--- config.mk ---
export PLATFORM = sky130hd
export DESIGN_NAME = his_acq_scheduler
export DESIGN_NICKNAME = d
export VERILOG_FILES = /design/src/rtl/his_sched_pkg.sv /design/src/rtl/his_slot_counter.sv /design/src/rtl/his_acq_scheduler.sv
export SDC_FILE = /design/constraint.sdc
export NUM_CORES = 1
export LEC_CHECK = 0
export ABC_AREA = 1
export CORE_ASPECT_RATIO = 0.9
export CORE_MARGIN = 5
export CORE_UTILIZATION = 50
export DETAILED_ROUTE_END_ITERATION = 12
export DONT_BUFFER_PORTS = 1
export GPL_TIMING_DRIVEN = 0
export PLACE_DENSITY_LB_ADDON = 0.1
export SETUP_SLACK_MARGIN = 0.05
export SLEW_MARGIN = 20
export SYNTH_ARGS = -nofsm -noshare
export SYNTH_HDL_FRONTEND = slang
export SYNTH_SLANG_ARGS = --single-unit
--- constraint.sdc ---
create_clock -name clk -period 2.9 [get_ports clk]
set_clock_uncertainty 0.2 [all_clocks]
set_input_delay 0 -clock clk [delete_from_list [all_inputs] [get_ports clk]]
set_output_delay 0 -clock clk [all_outputs]
set_load 0.005 [all_outputs]
--- src/rtl/his_sched_pkg.sv ---
// ---------------------------------------------------------------------------
// his_sched_pkg
//   Shared types and default constants for the histogram acquisition
//   scheduler.
//   - sched_state_t : scheduler FSM states
//   - *_DEF         : default widths, counts and gap lengths
//   - miss_code()   : all-ones word written for a timed-out slot
// ---------------------------------------------------------------------------
package his_sched_pkg;

    typedef enum logic [1:0] {
        IDLE  = 2'd0,
        FILL  = 2'd1,
        FLUSH = 2'd2,
        DONE  = 2'd3
    } sched_state_t;

    localparam int NP_DEF          = 10;
    localparam int PIXEL_NUM_DEF   = 3;
    localparam int ACQ_NUM_DEF     = 2;
    localparam int GAP_CYC_DEF     = 4;
    localparam int TIMEOUT_CYC_DEF = 16;

    // All ones at the given word width (2^np - 1); valid for np <= 31.
    function automatic logic [31:0] miss_code(input int np);
        miss_code = (32'd1 << np) - 32'd1;
    endfunction

endpackage

--- src/rtl/his_slot_counter.sv ---
// ---------------------------------------------------------------------------
// his_slot_counter
//   Nested slot counter walking word (w, fastest), pixel (p), acquisition (a).
//   Ports:
//     clk        in  clock, rising edge
//     res        in  async active-low reset
//     clear      in  synchronous return to slot (a0,p0,w0)
//     advance    in  step to the next slot (wraps after the last slot)
//     sel        out currently selected pixel index
//     last_slot  out high while at a=ACQ_NUM-1, p=PIXEL_NUM-1, w=1
// ---------------------------------------------------------------------------
module his_slot_counter
    import his_sched_pkg::*;
#(
    parameter int PIXEL_NUM = PIXEL_NUM_DEF,
    parameter int ACQ_NUM   = ACQ_NUM_DEF,
    parameter int PW        = (PIXEL_NUM > 1) ? $clog2(PIXEL_NUM) : 1,
    parameter int AW        = (ACQ_NUM > 1) ? $clog2(ACQ_NUM) : 1
) (
    input  logic          clk,
    input  logic          res,
    input  logic          clear,
    input  logic          advance,
    output logic [PW-1:0] sel,
    output logic          last_slot
);

    localparam logic [PW-1:0] P_LAST = PW'(PIXEL_NUM - 1);
    localparam logic [AW-1:0] A_LAST = AW'(ACQ_NUM - 1);

    logic          w_q, w_d;
    logic [PW-1:0] p_q, p_d;
    logic [AW-1:0] a_q, a_d;

    always_comb begin
        w_d = w_q;
        p_d = p_q;
        a_d = a_q;
        if (clear) begin
            w_d = 1'b0;
            p_d = '0;
            a_d = '0;
        end else if (advance) begin
            if (!w_q) begin
                w_d = 1'b1;
            end else begin
                w_d = 1'b0;
                if (p_q == P_LAST) begin
                    p_d = '0;
                    a_d = (a_q == A_LAST) ? '0 : a_q + AW'(1);
                end else begin
                    p_d = p_q + PW'(1);
                end
            end
        end
    end

    always_ff @(posedge clk or negedge res) begin
        if (!res) begin
            w_q <= 1'b0;
            p_q <= '0;
            a_q <= '0;
        end else begin
            w_q <= w_d;
            p_q <= p_d;
            a_q <= a_d;
        end
    end

    assign sel       = p_q;
    assign last_slot = w_q && (p_q == P_LAST) && (a_q == A_LAST);

endmodule

--- src/rtl/his_acq_scheduler.sv ---
// ---------------------------------------------------------------------------
// his_acq_scheduler
//   Sequences per-pixel TDC word streams into one shared histogram-builder
//   write port in the fixed order acq -> pixel -> word (2 words per acq),
//   then idles the port for GAP_CYC cycles, pulses his_done and either stops
//   or restarts (cont_mode / pending start).
//   Optional feature macro: HIS_SCHED_TIMEOUT_EN. When defined, a selected
//   pixel that stays invalid for TIMEOUT_CYC cycles gets an all-ones miss
//   word written in its place and miss_cnt counts these. When undefined the
//   stall is unbounded and miss_cnt is tied to 0.
//   Ports:
//     clk        in  clock, rising edge
//     res        in  async active-low reset
//     start      in  begin one histogram (pulse)
//     cont_mode  in  auto-restart after each histogram
//     req_valid  in  per-pixel word valid
//     req_data   in  per-pixel word, pixel p at [p*NP +: NP]
//     req_ready  out one-hot accept to the selected pixel
//     his_wr_en  out builder write enable (one cycle after accept)
//     his_data   out builder data
//     busy       out FILL or FLUSH active
//     his_done   out one-cycle completion pulse
//     his_cnt    out completed histograms (wraps)
//     miss_cnt   out inserted miss words (wraps)
// ---------------------------------------------------------------------------
module his_acq_scheduler
    import his_sched_pkg::*;
#(
    parameter int NP        = NP_DEF,
    parameter int PIXEL_NUM = PIXEL_NUM_DEF,
    parameter int ACQ_NUM   = ACQ_NUM_DEF,
    parameter int GAP_CYC   = GAP_CYC_DEF
`ifdef HIS_SCHED_TIMEOUT_EN
    ,
    parameter int TIMEOUT_CYC = TIMEOUT_CYC_DEF
`endif
) (
    input  logic                    clk,
    input  logic                    res,
    input  logic                    start,
    input  logic                    cont_mode,
    input  logic [PIXEL_NUM-1:0]    req_valid,
    input  logic [PIXEL_NUM*NP-1:0] req_data,
    output logic [PIXEL_NUM-1:0]    req_ready,
    output logic                    his_wr_en,
    output logic [NP-1:0]           his_data,
    output logic                    busy,
    output logic                    his_done,
    output logic [15:0]             his_cnt,
    output logic [15:0]             miss_cnt
);

    localparam int PW = (PIXEL_NUM > 1) ? $clog2(PIXEL_NUM) : 1;
    localparam int GW = (GAP_CYC > 1) ? $clog2(GAP_CYC) : 1;
    localparam logic [GW-1:0] GAP_LAST = GW'(GAP_CYC - 1);

    sched_state_t  state_q, state_d;
    logic [GW-1:0] gap_q, gap_d;
    logic          start_pend_q, start_pend_d;
    logic          his_wr_en_q, his_wr_en_d;
    logic [NP-1:0] his_data_q, his_data_d;
    logic          his_done_q, his_done_d;
    logic [15:0]   his_cnt_q, his_cnt_d;

    logic [PW-1:0] sel;
    logic          last_slot;
    logic          slot_clear;
    logic          sel_valid;
    logic [NP-1:0] sel_data;
    logic          transfer;
    logic          timeout_hit;
    logic          advance;

    his_slot_counter #(
        .PIXEL_NUM (PIXEL_NUM),
        .ACQ_NUM   (ACQ_NUM),
        .PW        (PW)
    ) u_slot (
        .clk       (clk),
        .res       (res),
        .clear     (slot_clear),
        .advance   (advance),
        .sel       (sel),
        .last_slot (last_slot)
    );

    // Grant depends only on registered state and slot, never on req_valid,
    // so a pixel can safely derive its valid from its own ready.
    always_comb begin
        req_ready = '0;
        if (state_q == FILL) begin
            req_ready[sel] = 1'b1;
        end
    end

    always_comb begin
        sel_valid = req_valid[sel];
        sel_data  = req_data[int'(sel)*NP +: NP];
    end

    assign transfer = (state_q == FILL) && sel_valid;

`ifdef HIS_SCHED_TIMEOUT_EN
    localparam int SW = $clog2(TIMEOUT_CYC + 1);
    localparam logic [31:0]   MISS_WIDE = miss_code(NP);
    localparam logic [NP-1:0] MISS_WORD = MISS_WIDE[NP-1:0];

    logic [SW-1:0] stall_q, stall_d;
    logic [15:0]   miss_cnt_q, miss_cnt_d;

    // The stall that reaches TIMEOUT_CYC is itself the cycle that inserts
    // the miss word, so the slot moves on after exactly TIMEOUT_CYC stalls.
    assign timeout_hit = (state_q == FILL) && !sel_valid &&
                         (stall_q == SW'(TIMEOUT_CYC - 1));

    always_comb begin
        stall_d    = stall_q;
        miss_cnt_d = miss_cnt_q;
        if ((state_q != FILL) || transfer || timeout_hit) begin
            stall_d = '0;
        end else begin
            stall_d = stall_q + SW'(1);
        end
        if (timeout_hit) begin
            miss_cnt_d = miss_cnt_q + 16'd1;
        end
    end

    always_ff @(posedge clk or negedge res) begin
        if (!res) begin
            stall_q    <= '0;
            miss_cnt_q <= '0;
        end else begin
            stall_q    <= stall_d;
            miss_cnt_q <= miss_cnt_d;
        end
    end

    assign miss_cnt = miss_cnt_q;
`else
    assign timeout_hit = 1'b0;
    assign miss_cnt    = '0;
`endif

    assign advance = transfer || timeout_hit;

    // Next state plus output-register inputs. Accepted words appear on the
    // builder port one cycle later; on idle cycles his_data keeps its value.
    always_comb begin
        state_d      = state_q;
        gap_d        = gap_q;
        start_pend_d = start_pend_q;
        his_done_d   = 1'b0;
        his_cnt_d    = his_cnt_q;
        slot_clear   = 1'b0;
        his_wr_en_d  = advance;
        his_data_d   = his_data_q;

        if (transfer) begin
            his_data_d = sel_data;
        end
`ifdef HIS_SCHED_TIMEOUT_EN
        else if (timeout_hit) begin
            his_data_d = MISS_WORD;
        end
`endif

        case (state_q)
            IDLE: begin
                slot_clear = 1'b1;
                gap_d      = '0;
                if (start) begin
                    state_d = FILL;
                end
            end
            FILL: begin
                if (start) begin
                    start_pend_d = 1'b1;
                end
                if (advance && last_slot) begin
                    state_d = FLUSH;
                    gap_d   = '0;
                end
            end
            FLUSH: begin
                if (start) begin
                    start_pend_d = 1'b1;
                end
                // his_done and his_cnt are registered so they become
                // visible in the DONE cycle itself.
                if (gap_q == GAP_LAST) begin
                    state_d    = DONE;
                    his_done_d = 1'b1;
                    his_cnt_d  = his_cnt_q + 16'd1;
                end else begin
                    gap_d = gap_q + GW'(1);
                end
            end
            DONE: begin
                slot_clear   = 1'b1;
                gap_d        = '0;
                start_pend_d = 1'b0;
                if (cont_mode || start_pend_q || start) begin
                    state_d = FILL;
                end else begin
                    state_d = IDLE;
                end
            end
            default: begin
                state_d = IDLE;
            end
        endcase
    end

    always_ff @(posedge clk or negedge res) begin
        if (!res) begin
            state_q      <= IDLE;
            gap_q        <= '0;
            start_pend_q <= 1'b0;
            his_wr_en_q  <= 1'b0;
            his_data_q   <= '0;
            his_done_q   <= 1'b0;
            his_cnt_q    <= '0;
        end else begin
            state_q      <= state_d;
            gap_q        <= gap_d;
            start_pend_q <= start_pend_d;
            his_wr_en_q  <= his_wr_en_d;
            his_data_q   <= his_data_d;
            his_done_q   <= his_done_d;
            his_cnt_q    <= his_cnt_d;
        end
    end

    assign his_wr_en = his_wr_en_q;
    assign his_data  = his_data_q;
    assign his_done  = his_done_q;
    assign his_cnt   = his_cnt_q;
    assign busy      = (state_q == FILL) || (state_q == FLUSH);

endmodule

After elaboration in Yosys (flattened, before gate mapping)
Cells that the tools add are included.

word-level totals
  register bits after elaboration = 37
  input bits = 37

operators by class
  add/sub/neg operators = 4
  $mul = 1
  magnitude comparators = 2
  equal/unequal tests = 10
  shifts and indexed selects = 1
  multiplexer cells = 30
  reductions and logical operators = 21

operators by type and width
  cell                                                                                 count
  30-bit by 7-bit indexed part select with 10-bit output                               1
  2-bit 2-to-1 mux                                                                     9
  16-bit by 1-bit adder with 16-bit output, second input constant                      1
  1-bit 2-to-1 mux                                                                     15
  2-bit == test, second input constant                                                 4
  2-bit case mux with 4 select lines                                                   1
  2-bit AND reduction                                                                  4
  2-bit nonzero test                                                                   4
  2-bit != test, second input constant                                                 3
  2-bit case mux with 3 select lines                                                   1
  3-bit AND reduction                                                                  2
  1-bit logical AND                                                                    5
  2-bit by 3-bit multiplier with 5-bit output, second input constant                   1
  2-bit by 1-bit adder with 2-bit output, second input constant                        2
  2-bit by 1-bit != test with 1-bit output, second input constant                      2
  2-bit OR reduction                                                                   2
  1-bit logical OR                                                                     3
  2-bit by 3-bit < comparator with 1-bit output, second input constant                 1
  3-bit 2-to-1 mux                                                                     1
  1-bit binary-select mux with 2-bit select                                            1
  1-bit demux with 2-bit select                                                        1
  2-bit by 1-bit == test with 1-bit output, second input constant                      1
  2-bit by 1-bit greater-or-equal comparator with 1-bit output, second input constant  1
  2-bit zero test                                                                      1
  other kinds (2)                                                                      2

Longest topological paths before layout
Gate-level depths: netlist of the first run.

  depth after elaboration = 6
  gate-level depth with buffers = 9

By module
Synthesis of the first run repeated with hierarchy kept, for this count alone.

second synthesis, totals
  cells, all modules = 291
  area, all modules = 2,215.9 um^2

by module, submodules not included
  module             times used  cells each  area an instance (um^2)  seq. area each (um^2)
  his_acq_scheduler  1           268         2,025.7                  825.8
  his_slot_counter   1           23          190.2                    100.1

Least setup slack after synthesis of the first run
Ideal clock, no wire load.

  kind = register to register
  start = register state_q[0]
  end = register his_cnt_q[11], in the netlist his_cnt[11]
  arrival = 1.334 ns
  setup slack = 1.245 ns
  stages on the path, launching flop included = 8
  path buffers = 0
  period minus slack after synthesis = 1.655 ns
  path through = dfrtp_1 > inv_1 > ha_1 > nand3_1 > nor2_1 > nand4_1 > o21ai_1 > nand2_1

between the ends
  cells in the longest elaborated chain, start to end = 2

ends and longest elaborated chain
  item                                  RTL line                  source
  start: declaration                    his_acq_scheduler.sv:57   sched_state_t state_q, state_d;
  start signal: assignment              his_acq_scheduler.sv:225  state_q <= state_d;
  2-bit == test                         his_acq_scheduler.sv:168  case (state_q)
  2-bit AND reduction (no source line)  n/a
  end signal: assignment                his_acq_scheduler.sv:231  his_cnt_q <= his_cnt_d;
  end: declaration                      his_acq_scheduler.sv:63   logic [15:0] his_cnt_q, his_cnt_d;

No other way between the ends.
A chain may end at the register's enable or synchronous reset.

Worst setup path in the final report of the first run
  start = register u_slot.p_q[1], in the netlist u_slot.sel[1]
  end = register his_data_q[0], in the netlist his_data[0]

between the ends
  cells in the longest elaborated chain, start to end = 3
  elaborated cells on any way between the ends = 5
  those cells by class = mul: 1; shift: 1; mux: 2; reduce/logical: 1

ends and longest elaborated chain
  item                                                                                                 RTL line                  source
  start: declaration                                                                                   his_slot_counter.sv:32    logic [PW-1:0] p_q, p_d;
  start signal: assignment                                                                             his_slot_counter.sv:65    p_q <= p_d;
  parallel branches: the longest is 3 deep, another holds 2-bit by 3-bit multiplier with 5-bit output  n/a
  end signal: assignment                                                                               his_acq_scheduler.sv:229  his_data_q <= his_data_d;
  end: declaration                                                                                     his_acq_scheduler.sv:61   logic [NP-1:0] his_data_q, his_data_d;

Parallel ways; which one is timed is not known. The select of a mux whose other input is x is not followed.

==> results of run 1 <==
[synthesized netlist by cell type]
cell type / n
ha_1: 7
o21ai_1: 4
a21oi_1: 2
nand2_2: 3
xnor2_1: 4
nor2_4: 1
dfrtp_1: 37
nor3_1: 4
nor2_1: 18
buf_6: 1
nand3_1: 23
nand3b_1: 1
nand2_1: 123
buf_4: 18
buf_2: 2
nand3_2: 1
nand4_1: 2
inv_2: 4
nor2_2: 1
clkbuf_1: 1
xor2_1: 6
inv_1: 24
o21ai_0: 5
nor3_2: 2
conb_1: 1
[cell type report]
cell class              count  area, um2
fillers                   377       1410
multi-input cells         223       1040
flip-flops and latches     37        926
repair buffers             30        320
plain buffers              22        160
inverters                  28        105
well taps                  60       75.1
clock buffers               5       68.8
clock inverters             3       46.3
[worst max-delay path: cells and delay by family, from the launching register on]
kind          cells  cell delay [ns]
flops             1             0.36
buf+inv           4             1.40
simple gates      6             0.50
[state kept, by name, indices dropped and copies added (netlist names)]
name	flops
his_cnt	16
his_data	10
gap_q	2
state_q	2
u_slot.sel	2
his_done	1
his_wr_en	1
start_pend_q	1
u_slot.a_q	1
u_slot.w_q	1
[stage by stage]
step / worst slack [ns] / power (W)
2_1_floorplan: 1.25 / 0.00110
3_3_place_gp: 1.04 / 0.00120
3_5_place_dp: 1.02 / 0.00121
4_1_cts: 0.406 / 0.00175
5_1_grt: 0.235 / 0.00188
6_report: 0.392 / 0.00174
[logic make-up after synthesis]
group	after synthesis	synth area share
flip-flops	37	0.426
adder cells (fa/ha/maj)	7	0.0403
other	1	0.00172
buffers and inverters	50	0.122
AO/OA/AOI/OAI	11	0.0253
AND/OR/NAND/NOR	179	0.345
XOR/XNOR	10	0.0403
[power groups by stage]
| stage | clock [W] | sequential (W) | combinational [W] |
|---|---|---|---|
| 2_1_floorplan | 0 | 0.000702 | 0.000400 |
| 3_3_place_gp | 0 | 0.000732 | 0.000466 |
| 3_5_place_dp | 0 | 0.000732 | 0.000481 |
| 4_1_cts | 0.000464 | 0.000723 | 0.000565 |
| 5_1_grt | 0.000484 | 0.000739 | 0.000657 |
| 6_report | 0.000452 | 0.000720 | 0.000566 |
[metal layers]
| metal | routed length [um] | vias up | GRT usage |
|---|---|---|---|
| met5 | 0 | - | 0 |
| met4 | 96 | 0 | 0.0725 |
| met3 | 280 | 10 | 0.0469 |
| met2 | 2410 | 44 | 0.309 |
| met1 | 2040 | 884 | 0.194 |
| li1 | - | 983 | - |
[what timing repair did]
| item | CTS | global route |
|---|---|---|
| hold buffers | 30 | 0 |
| setup buffers | 0 | 0 |
| endpoints found under the hold margin | 55 | 0 |
[final timing paths]
kind	start	endpoint	slack [ns]	cells past startpoint
min reg2reg	gap_q[1]	gap_q[1]	0.28	2
max	u_slot.sel[1]	his_data[0]	0.39	10
max in group asynchronous	res	his_cnt[1]	2.26	3
min	res	his_data[9]	0.04	3
min in group clk	req_data[9]	his_data[9]	0.26	5
max reg2reg	u_slot.sel[1]	his_data[0]	0.39	10
==> flow_metrics.py, run 1 <==
metrics = {
    "status": {
        "status": "complete, no violations",
    },
    "timing": {
        "layout_min_cycle_time_ns": 2.51,
        "fmax_ghz": 0.399,
        "hold_viol": 0,
        "fin_hold_ws_ns": 0.0420,
        "setup_viol": 0,
        "fin_crit_sh": 0.865,
        "drv_slew": 0,
        "rsz0062_at_grt": "false",
        "setup-tns-final_ns": 0,
    },
    "final_layout": {
        "stdcell_count": 408,
        "drive_gt1_frac": 0.124,
        "fin_nets": 391,
        "area_growth_pct": 26.0,
        "design_area_um2": 2740,
        "fin_util": 0.660,
        "layout_common_cells": "123 x nand2_1, 37 x dfrtp_1, 28 x dlygate4sd3_1, 24 x inv_1, 23 x nand3_1",
        "final_common_cell": "nand2_1",
        "n_antenna_cell": 0,
    },
    "global_routing": {
        "antenna_found_initial": 0,
        "grt_first_pass_wirelength_um": 7870,
        "gr-usage-all-layers": 0.173,
        "grt_max_degree": 38,
        "grt-ovfl-total": 0,
        "grt_pass1_vias": 1819,
    },
    "setup_path": {
        "worstSetupPathType": "reg -> reg",
        "cp_slowest_stage_delay_ns": 0.60,
        "cpMaxStageDelayCell": "dlygate4sd3_1",
        "cp-start-kind": "flip-flop",
        "arrival_ns": 2.54,
        "cp_common_cell": "nand2_1",
        "required_ns": 2.93,
        "crit_fanout": 8,
        "path_cells": "buf_4, nor2_2, nand2_1, nand3_2, dlygate4sd3_1, nand2_2, inv_2, nand2_1, dlygate4sd3_1, nand2_1",
        "endpoint_kind": "flip-flop",
    },
    "power_and_ir_drop": {
        "switchingPower_w": 0.000613,
        "clockPowerShare": 0.260,
        "internal-power_w": 0.00113,
        "power.share.sequential": 0.414,
        "peakVddDrop_mv": 0.547,
        "leakage_nw": 1.42,
        "powerDensity_nw_per_um2": 634,
        "power_frac_comb": 0.325,
        "netSwitchingFraction": 0.352,
    },
    "clock_tree": {
        "post_cts_resized": 0,
        "cts.path.max_buffers": 2,
        "clock_latency_ns": 0.29,
        "root_buffer": "clkbuf_8",
        "cts.reportedPaths.clkPinSlew_ns": 0.08,
        "cts_buffers": 5,
        "cts_max_level": 2,
        "cts_tree": "built",
        "cts_sinks": 37,
    },
    "routing": {
        "drtIter0Drc": 73,
        "drc": 0,
        "wl_per_cell_um": 11.8,
        "vias": 1921,
        "ant_nets": 0,
        "first_pass_iters": 4,
        "wl_um": 4820,
        "via_per_inst": 4.71,
    },
    "logic_synthesis": {
        "yosysWarnings": 0,
        "synth_top_cell_by_area": "dfrtp_1",
        "synth_cells": 295,
        "ys_seq_area_frac": 0.426,
        "yosysUniqueCellTypes": 25,
        "syn_area_um2": 2180,
        "synthTopCellsByArea": "dfrtp_1 43%, nand2_1 21%, buf_4 6.2%",
        "synth.avg_cell_area_um2": 7.38,
        "ys_ff_latch": 37,
        "synth_top_area_frac": 0.426,
    },
    "place": {
        "port_buffers": 0,
        "dp_hpwl_um": 3460,
        "place_inst": 370,
        "place_area_um2": 2310,
        "gp_congestion": 0.712,
    },
    "hold_path": {
        "hp-class": "in -> async",
    },
    "die": {
        "die_x_um": 79.5,
        "die_height_um": 72.6,
        "num_rows": 22,
        "ios": 85,
        "die_area_um2": 5770,
        "initial_core_util": 0.523,
        "coreArea_um2": 4160,
    },
    "job": {
        "max_cap_violations": 0,
    },
}
Note: power is estimated with default switching activity, not from simulation.
==> inputs of run 2 (changes only) <==
==> constraint.sdc (replaced) <==
create_clock -name clk -period 2.65 [get_ports clk]
set_clock_uncertainty 0.2 [all_clocks]
set_input_delay 0 -clock clk [delete_from_list [all_inputs] [get_ports clk]]
set_output_delay 0 -clock clk [all_outputs]
set_load 0.005 [all_outputs]
==> flow_metrics.py, run 2 (same netlist as run 1, synthesis figures left out) <==
metrics = {
    "power_and_ir_drop": {
        "clockPowerShare": 0.257,
        "leakage_nw": 1.43,
        "power_frac_comb": 0.331,
        "powerDensity_nw_per_um2": 695,
        "internal-power_w": 0.00124,
        "power.share.sequential": 0.412,
        "netSwitchingFraction": 0.352,
        "switchingPower_w": 0.000674,
        "peakVddDrop_mv": 0.599,
    },
    "job": {
        "max_cap_violations": 0,
    },
    "place": {
        "port_buffers": 0,
        "place_inst": 370,
        "post-place-ws_ns": 0.773,
        "dp_hpwl_um": 3460,
        "gp_congestion": 0.712,
    },
    "global_routing": {
        "gr-usage-all-layers": 0.173,
        "grt-ovfl-total": 0,
        "grt_first_pass_wirelength_um": 7870,
        "grt_pass1_vias": 1819,
        "grt_use_met2": 0.309,
        "top_usage_layer": "met2",
        "grt_max_degree": 38,
        "antenna_found_initial": 0,
        "use_met1": 0.194,
        "grt_use_met3": 0.0469,
    },
    "final_layout": {
        "stdcell_count": 409,
        "area_growth_pct": 26.7,
        "layout_common_cells": "122 x nand2_1, 36 x dfrtp_1, 27 x dlygate4sd3_1, 24 x inv_1, 23 x nand3_1",
        "fin_util": 0.663,
        "largest_reg_flops": 16,
        "fin_nets": 392,
        "drive_gt1_frac": 0.132,
        "n_antenna_cell": 0,
        "final_common_cell": "nand2_1",
    },
    "setup_path": {
        "worstSetupPathType": "reg -> reg",
        "arrival_ns": 2.49,
        "endpoint_kind": "flip-flop",
        "crit_family": "buffers and inverters",
        "cp-startpoint": "u_slot.sel[0]",
        "required_ns": 2.68,
        "crit_fanout": 5,
        "path_cells": "inv_2, nand2_2, nor3_2, nand2_1, dlygate4sd3_1, nand2_2, nand3_1, dlygate4sd3_1, nand2_1",
        "timing.rr.start": "u_slot.sel[0]",
        "cpMaxStageDelayCell": "dlygate4sd3_1",
        "cp.buffers_inverters": 3,
        "cp-start-kind": "flip-flop",
        "cp_slowest_stage_delay_ns": 0.56,
    },
    "timing": {
        "setup_ws_ns": 0.186,
        "drv_slew": 0,
        "setup-tns-final_ns": 0,
        "fmax_ghz": 0.406,
        "rsz0062_at_grt": "false",
        "fin_crit_sh": 0.930,
        "setup_viol": 0,
        "hold_viol": 0,
        "layout_min_cycle_time_ns": 2.46,
    },
    "die": {
        "die_area_um2": 5770,
        "ios": 85,
        "die_x_um": 79.5,
        "die_height_um": 72.6,
        "coreArea_um2": 4160,
        "num_rows": 22,
        "initial_core_util": 0.523,
    },
    "routing": {
        "vias": 1933,
        "drc": 0,
        "wl_um": 4850,
        "ant_nets": 0,
        "drtIter0Drc": 64,
        "wl_per_cell_um": 11.8,
        "first_pass_iters": 4,
        "via_per_inst": 4.73,
    },
    "status": {
        "status": "complete, no violations",
    },
    "clock_tree": {
        "root_buffer": "clkbuf_8",
        "clock_latency_ns": 0.29,
        "cts_buffers": 5,
        "cts_max_level": 2,
        "cts_tree": "built",
        "cts.path.max_buffers": 2,
        "cts_sinks": 37,
        "cts.reportedPaths.clkPinSlew_ns": 0.08,
    },
    "hold_path": {
        "hp-class": "in -> async",
    },
}
==> run 2: cell count changes in the layout (fill, tap and decap cells not counted) <==
cell / previous run / this run
buf_4: 18 / 19
dfrtp_1: 37 / 36
dfrtp_2: 0 / 1
dlygate4sd3_1: 28 / 27
dlymetal6s4s_1: 0 / 1
nand2_1: 123 / 122
nand2_2: 3 / 4
==> run 2: worst paths after layout <==
kind                       depth (start not counted)             to  slack, ns
setup / recovery                                   9     state_q[0]       0.19
hold / removal                                     3    his_data[9]       0.05
setup reg to reg                                   9     state_q[0]       0.19
hold reg to reg                                    2       gap_q[1]       0.28
max in group asynchronous                          3  u_slot.sel[0]       2.00
min in group clk                                   5     u_slot.w_q       0.16
==> run 2: metal layers <==
metal | vias to the layer above | routed length, um
li1 | 986 | -
met1 | 894 | 2020
met2 | 47 | 2470
met3 | 6 | 285
met4 | 0 | 68
met5 | - | 0
==> run 2: layout make-up <==
| class | count | area [um2] |
|---|---|---|
| Buffer | 22 | 160 |
| Fill cell | 375 | 1400 |
| Inverter | 28 | 105 |
| Sequential cell | 37 | 927 |
| Clock buffer | 5 | 68.8 |
| Clock inverter | 3 | 46.3 |
| Timing Repair Buffer | 31 | 330 |
| Multi-Input combinational cell | 223 | 1040 |
| Tap cell | 60 | 75.1 |
==> run 2: power groups by stage <==
stage / clock network [W] / registers [W] / logic [W]
6_report: 0.000493 / 0.000789 / 0.000635
5_1_grt: 0.000529 / 0.000809 / 0.000734
4_1_cts: 0.000508 / 0.000791 / 0.000618
3_5_place_dp: 0 / 0.000801 / 0.000527
3_3_place_gp: 0 / 0.000801 / 0.000510
2_1_floorplan: 0 / 0.000769 / 0.000437
==> run 2: what timing repair did <==
action,in CTS,in global routing
endpoints found under the setup margin,0,2
setup buffers,0,1
resized for setup,0,3
hold endpoints to repair,55,0
hold buffers,30,0
==> run 2: through the flow <==
step                total power, W  hold slack, ns  area [um2]
floorplan                  0.00121          -0.496        2230
global placement           0.00131          -0.494        2310
detailed placement         0.00133          -0.494        2310
CTS                        0.00192          0.0261        2740
global route               0.00207          0.0646        2760
finish                     0.00192          0.0454        2760
==> run 2: worst reg2reg max path: stages, from the launching register on <==
cell           delay, ns
dfrtp_2             0.44
inv_2               0.09
nand2_2             0.09
nor3_2              0.20
nand2_1             0.06
dlygate4sd3_1       0.56
nand2_2             0.07
nand3_1             0.06
dlygate4sd3_1       0.56
nand2_1             0.07
